$ cat config.mk
export PLATFORM = sky130hd
export DESIGN_NAME = stack_control_flat
export DESIGN_NICKNAME = d
export VERILOG_FILES = /design/src/rtl/stack_pkg.sv /design/src/rtl/stack_control_if.sv /design/src/rtl/stack_decode.sv /design/src/rtl/stack_control.sv /design/src/flat_wrapper.sv
export SDC_FILE = /design/constraint.sdc
export NUM_CORES = 1
export LEC_CHECK = 0
export BUFFER_PORTS_ARGS = -buffer_cell sky130_fd_sc_hd__buf_4
export CAP_MARGIN = 20
export CORE_UTILIZATION = 30
export DETAILED_ROUTE_END_ITERATION = 10
export GPL_TIMING_DRIVEN = 0
export MAX_ROUTING_LAYER = met4
export SYNTH_ARGS = -nofsm -noshare
export SYNTH_HDL_FRONTEND = slang
export SYNTH_SLANG_ARGS = --single-unit
export TNS_END_PERCENT = 10
$ cat constraint.sdc
create_clock -name clk -period 1.5 [get_ports clk]
set_input_delay 0.075 -clock clk [delete_from_list [all_inputs] [get_ports clk]]
set_output_delay 0.075 -clock clk [all_outputs]
set_load 0.005 [all_outputs]
$ cat src/rtl/stack_pkg.sv
// Shared encodings for the 16-bit stack processor: opcodes, micro-op codes, data selects.
// Used by the decoder, the control wrapper and the interface.
package stack_pkg;

    localparam int WORD = 16;

    localparam logic [4:0] OP_NOP      = 5'h00;
    localparam logic [4:0] OP_ALU_BASE = 5'h01;
    localparam logic [4:0] OP_ALU_LAST = 5'h08;
    localparam logic [4:0] OP_DUP      = 5'h09;
    localparam logic [4:0] OP_DROP     = 5'h0A;
    localparam logic [4:0] OP_SWAP     = 5'h0B;
    localparam logic [4:0] OP_OVER     = 5'h0C;
    localparam logic [4:0] OP_TOR      = 5'h0D;
    localparam logic [4:0] OP_FROMR    = 5'h0E;
    localparam logic [4:0] OP_FETCH    = 5'h0F;
    localparam logic [4:0] OP_FLAGS    = 5'h10;

    typedef enum logic [2:0] {
        ALU_ADD, ALU_SUB, ALU_AND, ALU_OR, ALU_XOR, ALU_NOR, ALU_SHL, ALU_SHR
    } alu_op_e;

    typedef enum logic [3:0] {
        DS_NOP     = 4'd0,
        DS_PUSH    = 4'd1,
        DS_POP     = 4'd2,
        DS_DUP     = 4'd3,
        DS_SWAP    = 4'd4,
        DS_OVER    = 4'd5,
        DS_POP2    = 4'd6,
        DS_REPLACE = 4'd7
    } ds_op_e;

    typedef enum logic [3:0] {
        RS_NOP  = 4'd0,
        RS_PUSH = 4'd1,
        RS_POP  = 4'd2
    } rs_op_e;

    typedef enum logic [1:0] {
        SEL_LIT, SEL_RS0, SEL_MEM, SEL_FLAGS
    } sel_e;

    typedef struct packed {
        alu_op_e          aluop;
        ds_op_e           dsop;
        rs_op_e           rsop;
        logic             sr1_ow;
        logic [WORD-1:0]  lit;
        sel_e             sel;
    } uop_t;

endpackage

$ cat src/rtl/stack_control_if.sv
// Bundle between the decode/sequencing unit and the fetch/stack/ALU datapath.
// master = stack_control side, slave = datapath side.
interface stack_control_if;
    import stack_pkg::*;

    logic [2:0]      STATUS;
    logic [WORD-1:0] ALUOUT;
    logic [WORD-1:0] sr0;
    logic [WORD-1:0] sr1;
    logic [WORD-1:0] rs0;
    logic [WORD-1:0] mem_data;
    logic [WORD-1:0] INST;

    logic [2:0]      ALUOP;
    logic [3:0]      DSOP;
    logic [3:0]      RSOP;
    logic [WORD-1:0] ds_data;
    logic            sr1_overwrite;
    logic [WORD-1:0] sr1_in;
    logic [WORD-1:0] rs_data;

    // sr1 only feeds the ALU; decode never needs it, so the master view omits it.
    modport master (
        input  STATUS, ALUOUT, sr0, rs0, mem_data, INST,
        output ALUOP, DSOP, RSOP, ds_data, sr1_overwrite, sr1_in, rs_data
    );

    modport slave (
        output STATUS, ALUOUT, sr0, sr1, rs0, mem_data, INST,
        input  ALUOP, DSOP, RSOP, ds_data, sr1_overwrite, sr1_in, rs_data
    );
endinterface

$ cat src/rtl/stack_decode.sv
// Purely combinational instruction-word to micro-op decoder.
// Zero latency, no state, never stalls.
module stack_decode
    import stack_pkg::*;
(
    input  logic [WORD-1:0] i_inst,
    output uop_t            o_uop
);

    logic [4:0] w_opc;
    logic [4:0] w_alu_idx;

    assign w_opc     = i_inst[4:0];
    assign w_alu_idx = w_opc - OP_ALU_BASE;

    always_comb begin
        o_uop = '0;
        if (i_inst[WORD-1]) begin
            o_uop.dsop = DS_PUSH;
            o_uop.lit  = {1'b0, i_inst[WORD-2:0]};
            o_uop.sel  = SEL_LIT;
        end else begin
            case (w_opc) inside
                [OP_ALU_BASE:OP_ALU_LAST]: begin
                    // POP plus overwrite of the new second slot replaces both operands
                    o_uop.aluop  = alu_op_e'(w_alu_idx[2:0]);
                    o_uop.dsop   = DS_POP;
                    o_uop.sr1_ow = 1'b1;
                end
                OP_DUP:   o_uop.dsop = DS_DUP;
                OP_DROP:  o_uop.dsop = DS_POP;
                OP_SWAP:  o_uop.dsop = DS_SWAP;
                OP_OVER:  o_uop.dsop = DS_OVER;
                OP_TOR: begin
                    o_uop.rsop = RS_PUSH;
                    o_uop.dsop = DS_POP;
                end
                OP_FROMR: begin
                    o_uop.rsop = RS_POP;
                    o_uop.dsop = DS_PUSH;
                    o_uop.sel  = SEL_RS0;
                end
                OP_FETCH: begin
                    o_uop.dsop = DS_REPLACE;
                    o_uop.sel  = SEL_MEM;
                end
                OP_FLAGS: begin
                    o_uop.dsop = DS_PUSH;
                    o_uop.sel  = SEL_FLAGS;
                end
                default: o_uop = '0;
            endcase
        end
    end

endmodule

$ cat src/rtl/stack_control.sv
// Decode/sequencing unit: registers decoded micro-ops, muxes datapath values onto stack buses.
// Latency 1 cycle, one instruction per cycle, no backpressure (never stalls).
module stack_control
    import stack_pkg::*;
(
    input  logic            clk,
    input  logic            async_reset,
    stack_control_if.master bus
);

    uop_t            w_uop;
    uop_t            r_uop;
    logic            w_ds_en;
    logic [WORD-1:0] w_ds_mux;

    stack_decode u_decode (
        .i_inst (bus.INST),
        .o_uop  (w_uop)
    );

    always_ff @(posedge clk or negedge async_reset) begin
        if (!async_reset) r_uop <= '0;
        else              r_uop <= w_uop;
    end

    assign bus.ALUOP         = r_uop.aluop;
    assign bus.DSOP          = r_uop.dsop;
    assign bus.RSOP          = r_uop.rsop;
    assign bus.sr1_overwrite = r_uop.sr1_ow;

    // Data buses follow the live datapath inputs for the whole execute cycle.
    always_comb begin
        w_ds_mux = '0;
        case (r_uop.sel)
            SEL_LIT:   w_ds_mux = r_uop.lit;
            SEL_RS0:   w_ds_mux = bus.rs0;
            SEL_MEM:   w_ds_mux = bus.mem_data;
            SEL_FLAGS: w_ds_mux = {{(WORD-3){1'b0}}, bus.STATUS};
            default:   w_ds_mux = '0;
        endcase
    end

    assign w_ds_en     = (r_uop.dsop == DS_PUSH) || (r_uop.dsop == DS_REPLACE);
    assign bus.ds_data = w_ds_en ? w_ds_mux : '0;
    assign bus.sr1_in  = r_uop.sr1_ow ? bus.ALUOUT : '0;
    assign bus.rs_data = (r_uop.rsop == RS_PUSH) ? bus.sr0 : '0;

endmodule

$ cat src/flat_wrapper.sv
// flat-port wrapper written by rule: the top's interface ports become plain ports
module stack_control_flat import stack_pkg::*;
  (clk, async_reset, bus_STATUS, bus_ALUOUT, bus_sr0, bus_rs0, bus_mem_data, bus_INST, bus_ALUOP, bus_DSOP, bus_RSOP, bus_ds_data, bus_sr1_overwrite, bus_sr1_in, bus_rs_data);
  stack_control_if bus_i ();
  input  logic clk;
  input  logic async_reset;
  input wire logic [$bits(bus_i.STATUS)-1:0] bus_STATUS;
  input wire logic [$bits(bus_i.ALUOUT)-1:0] bus_ALUOUT;
  input wire logic [$bits(bus_i.sr0)-1:0] bus_sr0;
  input wire logic [$bits(bus_i.rs0)-1:0] bus_rs0;
  input wire logic [$bits(bus_i.mem_data)-1:0] bus_mem_data;
  input wire logic [$bits(bus_i.INST)-1:0] bus_INST;
  output wire logic [$bits(bus_i.ALUOP)-1:0] bus_ALUOP;
  output wire logic [$bits(bus_i.DSOP)-1:0] bus_DSOP;
  output wire logic [$bits(bus_i.RSOP)-1:0] bus_RSOP;
  output wire logic [$bits(bus_i.ds_data)-1:0] bus_ds_data;
  output wire logic [$bits(bus_i.sr1_overwrite)-1:0] bus_sr1_overwrite;
  output wire logic [$bits(bus_i.sr1_in)-1:0] bus_sr1_in;
  output wire logic [$bits(bus_i.rs_data)-1:0] bus_rs_data;
  assign bus_i.STATUS = bus_STATUS;
  assign bus_i.ALUOUT = bus_ALUOUT;
  assign bus_i.sr0 = bus_sr0;
  assign bus_i.rs0 = bus_rs0;
  assign bus_i.mem_data = bus_mem_data;
  assign bus_i.INST = bus_INST;
  assign bus_ALUOP = bus_i.ALUOP;
  assign bus_DSOP = bus_i.DSOP;
  assign bus_RSOP = bus_i.RSOP;
  assign bus_ds_data = bus_i.ds_data;
  assign bus_sr1_overwrite = bus_i.sr1_overwrite;
  assign bus_sr1_in = bus_i.sr1_in;
  assign bus_rs_data = bus_i.rs_data;
  stack_control u_core (.clk(clk), .async_reset(async_reset), .bus(bus_i));
endmodule
# [After elaboration in Yosys (flattened, before gate mapping)]
# Cells that the tools add are included.
[totals] ff_bits=29 input_bits=85 out_inout_bits=60 word_cells=61
[classes] addsub=1 order_cmp=2 eq_ne=14 n_mux=35 n_reduce_logical=3
[ops] op="16-bit one-hot mux with 4 select lines" count=1
[ops] op="16-bit two-way mux" count=3
[ops] op="5-bit by 4-bit equality test with 1-bit output (second input constant)" count=7
[ops] op="2-bit two-way mux" count=16
[ops] op="3-bit two-way mux" count=10
[ops] op="17-bit two-way mux" count=1
[ops] op="4-bit by 1-bit equality test with 1-bit output (second input constant)" count=2
[ops] op="5-bit equality test (second input constant)" count=1
[ops] op="5-bit by 1-bit >= comparator with 1-bit output (second input constant)" count=1
[ops] op="5-bit by 4-bit less-or-equal comparator with 1-bit output (second input constant)" count=1
[ops] op="5-bit two-way mux" count=1
[ops] op="2-bit equality test (second input constant)" count=2
[ops] op="4-bit by 3-bit equality test with 1-bit output (second input constant)" count=1
[ops] op="4-bit two-way mux" count=1
[ops] op="3-bit by 1-bit subtractor with 3-bit output (second input constant)" count=1
[ops] op="2-bit by 1-bit equality test with 1-bit output (second input constant)" count=1
[ops] op="2-bit logical NOT" count=1
[ops] op="1-bit two-way mux" count=2
[ops] op="1-bit logical AND" count=1
[ops] op="1-bit logical OR" count=1

# [Depth between registers and ports, before layout]
# Gate-level depths: netlist of run 1.
[depth] ltp_word=11 ltp_mapped=7 mapped_depth_nobuf=7

# [By module]
# Synthesis of run 1 repeated with hierarchy kept, for this count alone.
[hier_totals] hier_cells=208 area_unflattened_um2=2042.0
[by_module_without_submodules] module="stack_control" n_inst=1 cells_each=142 area_per_inst_um2=1549.0 seq_area_each_um2=750.7
[by_module_without_submodules] module="stack_decode" n_inst=1 cells_each=66 area_per_inst_um2=493.0 seq_area_each_um2=0.0

# [Worst setup path before layout of run 1]
# No wires, ideal clock.
[synth_path] path_type="input -> register" startpoint="input bus_INST[0]" endpoint="register u_core.r_uop (netlist bit u_core.bus.DSOP[0])" setup_time_ps=129 arrival_time_ps=1132 t_required_ps=1371 slack_ps=239 stages=7 n_path_buf=0 path_cell_list="inv_1 > ha_1 > nand2b_1 > a221o_1 > or2_4 > inv_1 > a21oi_1"
[synth_lines] item="start: declaration" line="flat_wrapper.sv:12" rtl="input wire logic [$bits(bus_i.INST)-1:0] bus_INST;"
[synth_lines] item="end signal: assignment" line="stack_control.sv:23" rtl="else r_uop <= w_uop;"
[synth_lines] item="end: declaration" line="stack_control.sv:12" rtl="uop_t r_uop;"

# [Worst setup path in the final report of run 1]
[layout_path] startpoint="register u_core.r_uop[0] (netlist bit)" endpoint="output bus_ds_data[0]"
[layout_via] elab_chain_cells=3 elab_cells_between_ends=6 cone_classes="eq/ne (3); mux (2); reduce/logical (1)"
[layout_rtl] item="2-bit equality test (tied with other cells)" line="stack_control.sv:34" rtl="case (r_uop.sel)"
[layout_rtl] item="16-bit one-hot mux with 4 select lines *" line="stack_control.sv:34"
[layout_rtl] item="16-bit two-way mux *" line="stack_control.sv:44" rtl="assign bus.ds_data = w_ds_en ? w_ds_mux : '0;"
[layout_rtl] item="end: declaration" line="flat_wrapper.sv:16" rtl="output wire logic [$bits(bus_i.ds_data)-1:0] bus_ds_data;"
# Every way passes the cells marked *; elsewhere a longest branch is shown, timed or not.

==> reports/summary.txt, run 1 <==
Fin. max-slew vios: 0
Initial Util: 31.4%
Row count: 27
Post-Synth XOR/XNOR Area: 0.500%
Drt initial violations: 74
Max VDD drop: 0.411 mV
Post-synthesis compound-gate area fraction: 7.78%
Cell area after placement: 2910 sq um
Hold Fails Final Rpt: 0
Max Cap Viol: 0
Initial antenna violation count: 0
WS Path Type: flop to output port
Post-route cell area: 3160 sq um
F_max: 0.621 GHz
Multiplexer share of the synthesized area: 10.7%
Tcrit/Tclk final: 107%
Clk sinks: 26
Layout cells sized above 1: 52.2%
CP Capture Type: output port
Diode count: 0
Routed Antenna Nets: 0
Nets: 451
Core area: 5570 sq um
Gate Count Post-Synth: 204
Syn_area_per_cell: 8.59 sq um
Post-synthesis sequential area ratio: 37.1%
CTS buffer count: 3
Synthesized-area fraction occupied by adder cells: 2.86%
Gr ovfl total: 0
Die Ht: 78.4 um
Pre-CTS WS: -91.0 ps
Die width: 78.4 um
Total Wirelength: 5590 um
Clock Path Buffers: 2
Routability cong.: 0.795
P&R area growth vs syn: 80.2%
Flops & latches, synth: 26
TritonCTS clock tree: built
Final min period: 1610 ps
Post-synth cell types: 27
GRT Total Usage: 18.3%
Number of global-route vias before repair: 1842
Number of H-tree levels: 1
Wire length per cell: 12.9 um
Power per cell area: 511 nW/um^2
Die Area: 6150 sq um
Final Setup Violations: 16
Worst EP arrival: 1540 ps
Failing checks: negative setup slack
Simple-Gate Fraction of Synth Area: 31.9%
Max FO, Critical Path: 6
Mapped Area: 1750 sq um
RSZ-0062 raised after global routing: yes
Status: complete, but fails checks
Largest net degree at the start of global routing: 27
Dpl hpwl: 4460 um
Via count: 1907
First drt pass iteration count: 4
Drt via density: 4.41
Num ports: 145
Largest family of logic cells by synthesized area: simple AND/OR/NAND/NOR gates
Setup ws final: -111 ps
Setup TNS: -977 ps
LEAKAGE: 0.00165 uW
Root Driver: clkbuf_8
# DRC: 0
CP Launch Type: flop
Port bufs: 141
Reg clk slew, reported paths: 80 ps
Tightest Hold Check Type: primary input to flop
Synth warn: 0
First-pass GRT wire length: 8760 um
Worst Path Required: 1420 ps
[per-layer routing]
layer	vias to the layer above	global-route usage [%]	wire, um	part of all wire, %
met3	2	1.86	269	4.8
met2	58	32.2	2860	51
li1	971	-	-	-
met4	0	3.89	21	0.38
met1	876	22.8	2430	44
met5	-	-	0	0
[placed cells by master (no fill, tap or decap), types with 2 or more instances in the layout]
cell type,synthesis,final
and3_4,0,2
dfrtp_1,26,26
buf_8,0,2
nor3_1,2,2
conb_1,1,3
buf_6,0,7
mux2i_1,12,11
mux4_2,3,3
ha_1,4,4
o21ai_0,2,2
clkbuf_1,6,3
nand2_1,4,3
nor2b_4,0,2
nor4_1,5,5
a31oi_1,3,3
buf_4,12,157
and2_1,47,47
a21oi_1,15,12
clkbuf_2,0,2
nor2_1,35,34
inv_1,5,5
nand2b_1,4,4
a21oi_2,0,3
clkbuf_8,0,3
[kinds of logic after synthesis]
family,count (synthesis)
XOR/XNOR,1
buffers and inverters,28
other,1
flip-flops,26
adder cells (fa/ha/maj),4
multiplexers,15
AO/OA/AOI/OAI,24
AND/OR/NAND/NOR,105
[path summary, 6_finish.rpt]
check                                 from  slack, ps                  endpoint  cells past startpoint
worst max-delay path       u_core.r_uop[0]       -110            bus_ds_data[0]                      4
max in group asynchronous      async_reset        990  u_core.bus.sr1_overwrite                      2
worst min-delay path          bus_INST[15]         10        u_core.bus.DSOP[2]                      2
min in group asynchronous      async_reset        260          u_core.r_uop[10]                      2
[worst max-delay path, stage by stage (launching register included)]
cell	delay (ps)
dfrtp_1	360
buf_6	130
mux4_2	490
and3_4	180
buf_6	110
[where the power goes]
part           switching (uW)  internal (uW)  leakage, uW
clock                     188            179    0.0000216
sequential               18.3            730     0.000342
combinational             187            311      0.00129
total                     394           1220      0.00165
[final cells by class]
class | instances | area, sq um
buffer | 23 | 180
clock buffer | 3 | 41.3
fill | 540 | 2420
inverter | 5 | 18.8
multi-input combinational | 152 | 1010
sequential | 26 | 651
tap | 72 | 90.1
timing repair buffer | 151 | 1170
[timing repair]
item                       4_1_cts  5_1_grt
cloned                           2        0
setup endpoints to repair       26       25
gates resized for setup         26        9
pin swaps                        7        3
setup buffers                    7        0
hold endpoints to repair        26        0
hold buffers                     1        0
[cell usage after synthesis]
cell | number | area (sq um)
and2_1 | 47 | 294
nor2_1 | 35 | 131
dfrtp_1 | 26 | 651
a21oi_1 | 15 | 75.1
buf_4 | 12 | 90.1
mux2i_1 | 12 | 120
clkbuf_1 | 6 | 22.5
buf_2 | 5 | 25.0
inv_1 | 5 | 18.8
nor4_1 | 5 | 31.3
ha_1 | 4 | 50.1
nand2_1 | 4 | 15.0
nand2b_1 | 4 | 25.0
a31oi_1 | 3 | 18.8
and3_1 | 3 | 18.8
mux4_2 | 3 | 67.6
nor2b_1 | 3 | 18.8
nor3_1 | 2 | 10.0
o21ai_0 | 2 | 10.0
a221o_1 | 1 | 10.0
a22oi_1 | 1 | 7.51
a311oi_1 | 1 | 8.76
conb_1 | 1 | 3.75
o22ai_1 | 1 | 6.26
or2_4 | 1 | 8.76
or3_1 | 1 | 6.26
xnor2_1 | 1 | 8.76
[flip-flops by register name, summed over array words and instances (netlist names)]
signal	count
u_core.r_uop	17
u_core.bus.DSOP	3
u_core.bus.sr1_overwrite	1
u_core.bus.ALUOP	3
u_core.bus.RSOP	2
[per-stage QoR]
| step | instances | hold WS, ps | utilization [%] | total power (uW) |
|---|---|---|---|---|
| floorplan | 206 | -221 | - | 928 |
| global placement | 419 | -2.26 | 52.2 | 1220 |
| detailed placement | 419 | 2.08 | 52.2 | 1220 |
| CTS | 432 | 6.48 | 56.2 | 1630 |
| global route | 432 | 6.75 | 56.7 | 1710 |
| finish | 432 | 14.3 | 56.7 | 1610 |
(Power assumes the default switching activity.)
==> inputs of run 2 (changes only) <==
--- a/config.mk
+++ b/config.mk
@@ -5,7 +5,7 @@
 export SDC_FILE = /design/constraint.sdc
 export NUM_CORES = 1
 export LEC_CHECK = 0
-export BUFFER_PORTS_ARGS = -buffer_cell sky130_fd_sc_hd__buf_4
+export BUFFER_PORTS_ARGS = -buffer_cell sky130_fd_sc_hd__buf_2
 export CAP_MARGIN = 20
 export CORE_UTILIZATION = 30
 export DETAILED_ROUTE_END_ITERATION = 10
==> reports/summary.txt, run 2 (synthesis gave the netlist of run 1 again) <==
Row count: 27 (unchanged)
# fillers: 559 (+3.5%)
Number of global-route vias before repair: 1710 (-7.2%)
CP Capture Type: output port
Fin Hold WS: 20.4 ps (+6.12 ps)
TritonCTS clock tree: built
GRT Total Usage: 15.9% (-2.4 points)
Worst Path Required: 1420 ps (about the same)
Max Cap Viol: 0 (unchanged)
Fin. max-slew vios: 0 (unchanged)
CTS buffer count: 3 (unchanged)
Drt via density: 4.35 (-1.4%)
First drt pass iteration count: 4 (unchanged)
Worst EP arrival: 1530 ps (about the same)
Total Wirelength: 4960 um (-11%)
Number of H-tree levels: 1 (unchanged)
Slew HR: 62.3%
Largest net degree at the start of global routing: 27 (unchanged)
RSZ-0062 raised after global routing: yes
Routed Antenna Nets: 0 (unchanged)
Drt initial violations: 41 (-45%)
Biggest register: u_core.r_uop
Max FFs per register: 17 (unchanged)
CP Launch Type: flop
Dpl hpwl: 3970 um (-11%)
Via count: 1862 (-2.4%)
Util after Layout: 49.5% (-7.2 points)
Die Ht: 78.4 um (unchanged)
Reg clk slew, reported paths: 80 ps (about the same)
Clk sinks: 26 (unchanged)
Clock Path Buffers: 2 (unchanged)
Num ports: 145 (unchanged)
Max VDD drop: 0.290 mV (-29%)
Core area: 5570 sq um (unchanged)
Setup ws final: -107 ps (+4.13 ps)
LEAKAGE: 0.00155 uW (-5.7%)
Slew of the pin with the lowest slew margin: 565 ps
Die Area: 6150 sq um (unchanged)
Initial Util: 31.4% (unchanged)
Die width: 78.4 um (unchanged)
Routability cong.: 0.846 (+6.5%)
Layout cells sized above 1: 50.8% (-1.4 points)
Max FO, Critical Path: 6 (unchanged)
Power per cell area: 553 nW/um^2 (+8.2%)
P&R area growth vs syn: 57.4%
Initial antenna violation count: 0 (unchanged)
Commonest non-fill, non-tap cell in the layout: buf_2
Root Driver: clkbuf_8
Nets: 447 (-0.89%)
WS Path Type: flop to output port
Final min period: 1610 ps (-4.13 ps)
F_max: 0.622 GHz (+0.26%)
Tcrit/Tclk final: 107% (-0.28 points)
First-pass GRT wire length: 7710 um (-12%)
Commonest non-fill, non-tap cells in the layout: buf_2, and2_1, nor2_1, dfrtp_1, buf_4
Final Setup Violations: 14 (-2)
Gr ovfl total: 0 (unchanged)
Diode count: 0 (unchanged)
# DRC: 0 (unchanged)
Wire length per cell: 11.6 um (-10%)
Hold Fails Final Rpt: 0 (unchanged)
Tightest Hold Check Type: primary input to flop
Port bufs: 141 (unchanged)
Status: complete, but fails checks
Failing checks: negative setup slack
-- run 2: changes by cell type in the layout (fill, tap and decap cells not counted), sizes merged --
cell and delta:
buf -5, clkbuf +1
-- run 2: final timing paths --
check,from,to,slack [ps],cells after the start
worst min-delay path,bus_INST[13],u_core.r_uop[15],20,2
max in group asynchronous,async_reset,u_core.r_uop[6],780,2
worst max-delay path,u_core.r_uop[0],bus_ds_data[0],-110,4
min in group asynchronous,async_reset,u_core.r_uop[13],340,2
-- run 2: power breakdown --
| part | internal, uW | leakage (uW) | switching, uW | total (uW) |
|---|---|---|---|---|
| sequential | 730 | 0.000342 | 17.0 | 747 |
| combinational | 219 | 0.00119 | 177 | 395 |
| clock | 180 | 0.0000216 | 204 | 383 |
| total | 1130 | 0.00155 | 398 | 1530 |
-- run 2: final cells by class --
| type | count | area (sq um) | area share (%) |
|---|---|---|---|
| well taps | 72 | 90.1 | 3.27 |
| inverters | 5 | 18.8 | 0.680 |
| repair buffers | 147 | 790 | 28.6 |
| clock buffers | 3 | 41.3 | 1.50 |
| plain buffers | 23 | 174 | 6.30 |
| multi-input cells | 152 | 995 | 36.1 |
| flip-flops and latches | 26 | 651 | 23.6 |
-- run 2: timing repair --
action,4_1_cts,5_1_grt
setup endpoints to repair,26,25
cloned,0,1
hold buffers,1,0
hold endpoints to repair,26,0
setup buffers,4,0
resized for setup,17,9
pin swaps,4,1
-- run 2: per-layer routing --
metal / GRT usage, % / part of all wire, %
met5: - / 0
met1: 19.3 / 42
met4: 4.81 / 0.58
met2: 27.8 / 52
met3: 1.63 / 5.4
-- run 2: through the flow --
step / instances / total power (uW) / setup WS (ps) / area, sq um / TNS, ps
after floorplan: 206 / 928 / 239 / 1760 / 0
after global placement: 419 / 1120 / -98.0 / 2560 / -258
after detailed placement: 419 / 1130 / -133 / 2560 / -692
after CTS: 427 / 1530 / -117 / 2710 / -922
after global routing: 428 / 1610 / -170 / 2760 / -2020
final: 428 / 1530 / -107 / 2760 / -664
-- run 2: critical path, cell delays in order, from the launching register on --
cell	delay [ps]
dfrtp_1	360
buf_6	130
mux4_2	490
and3_4	180
buf_6	110
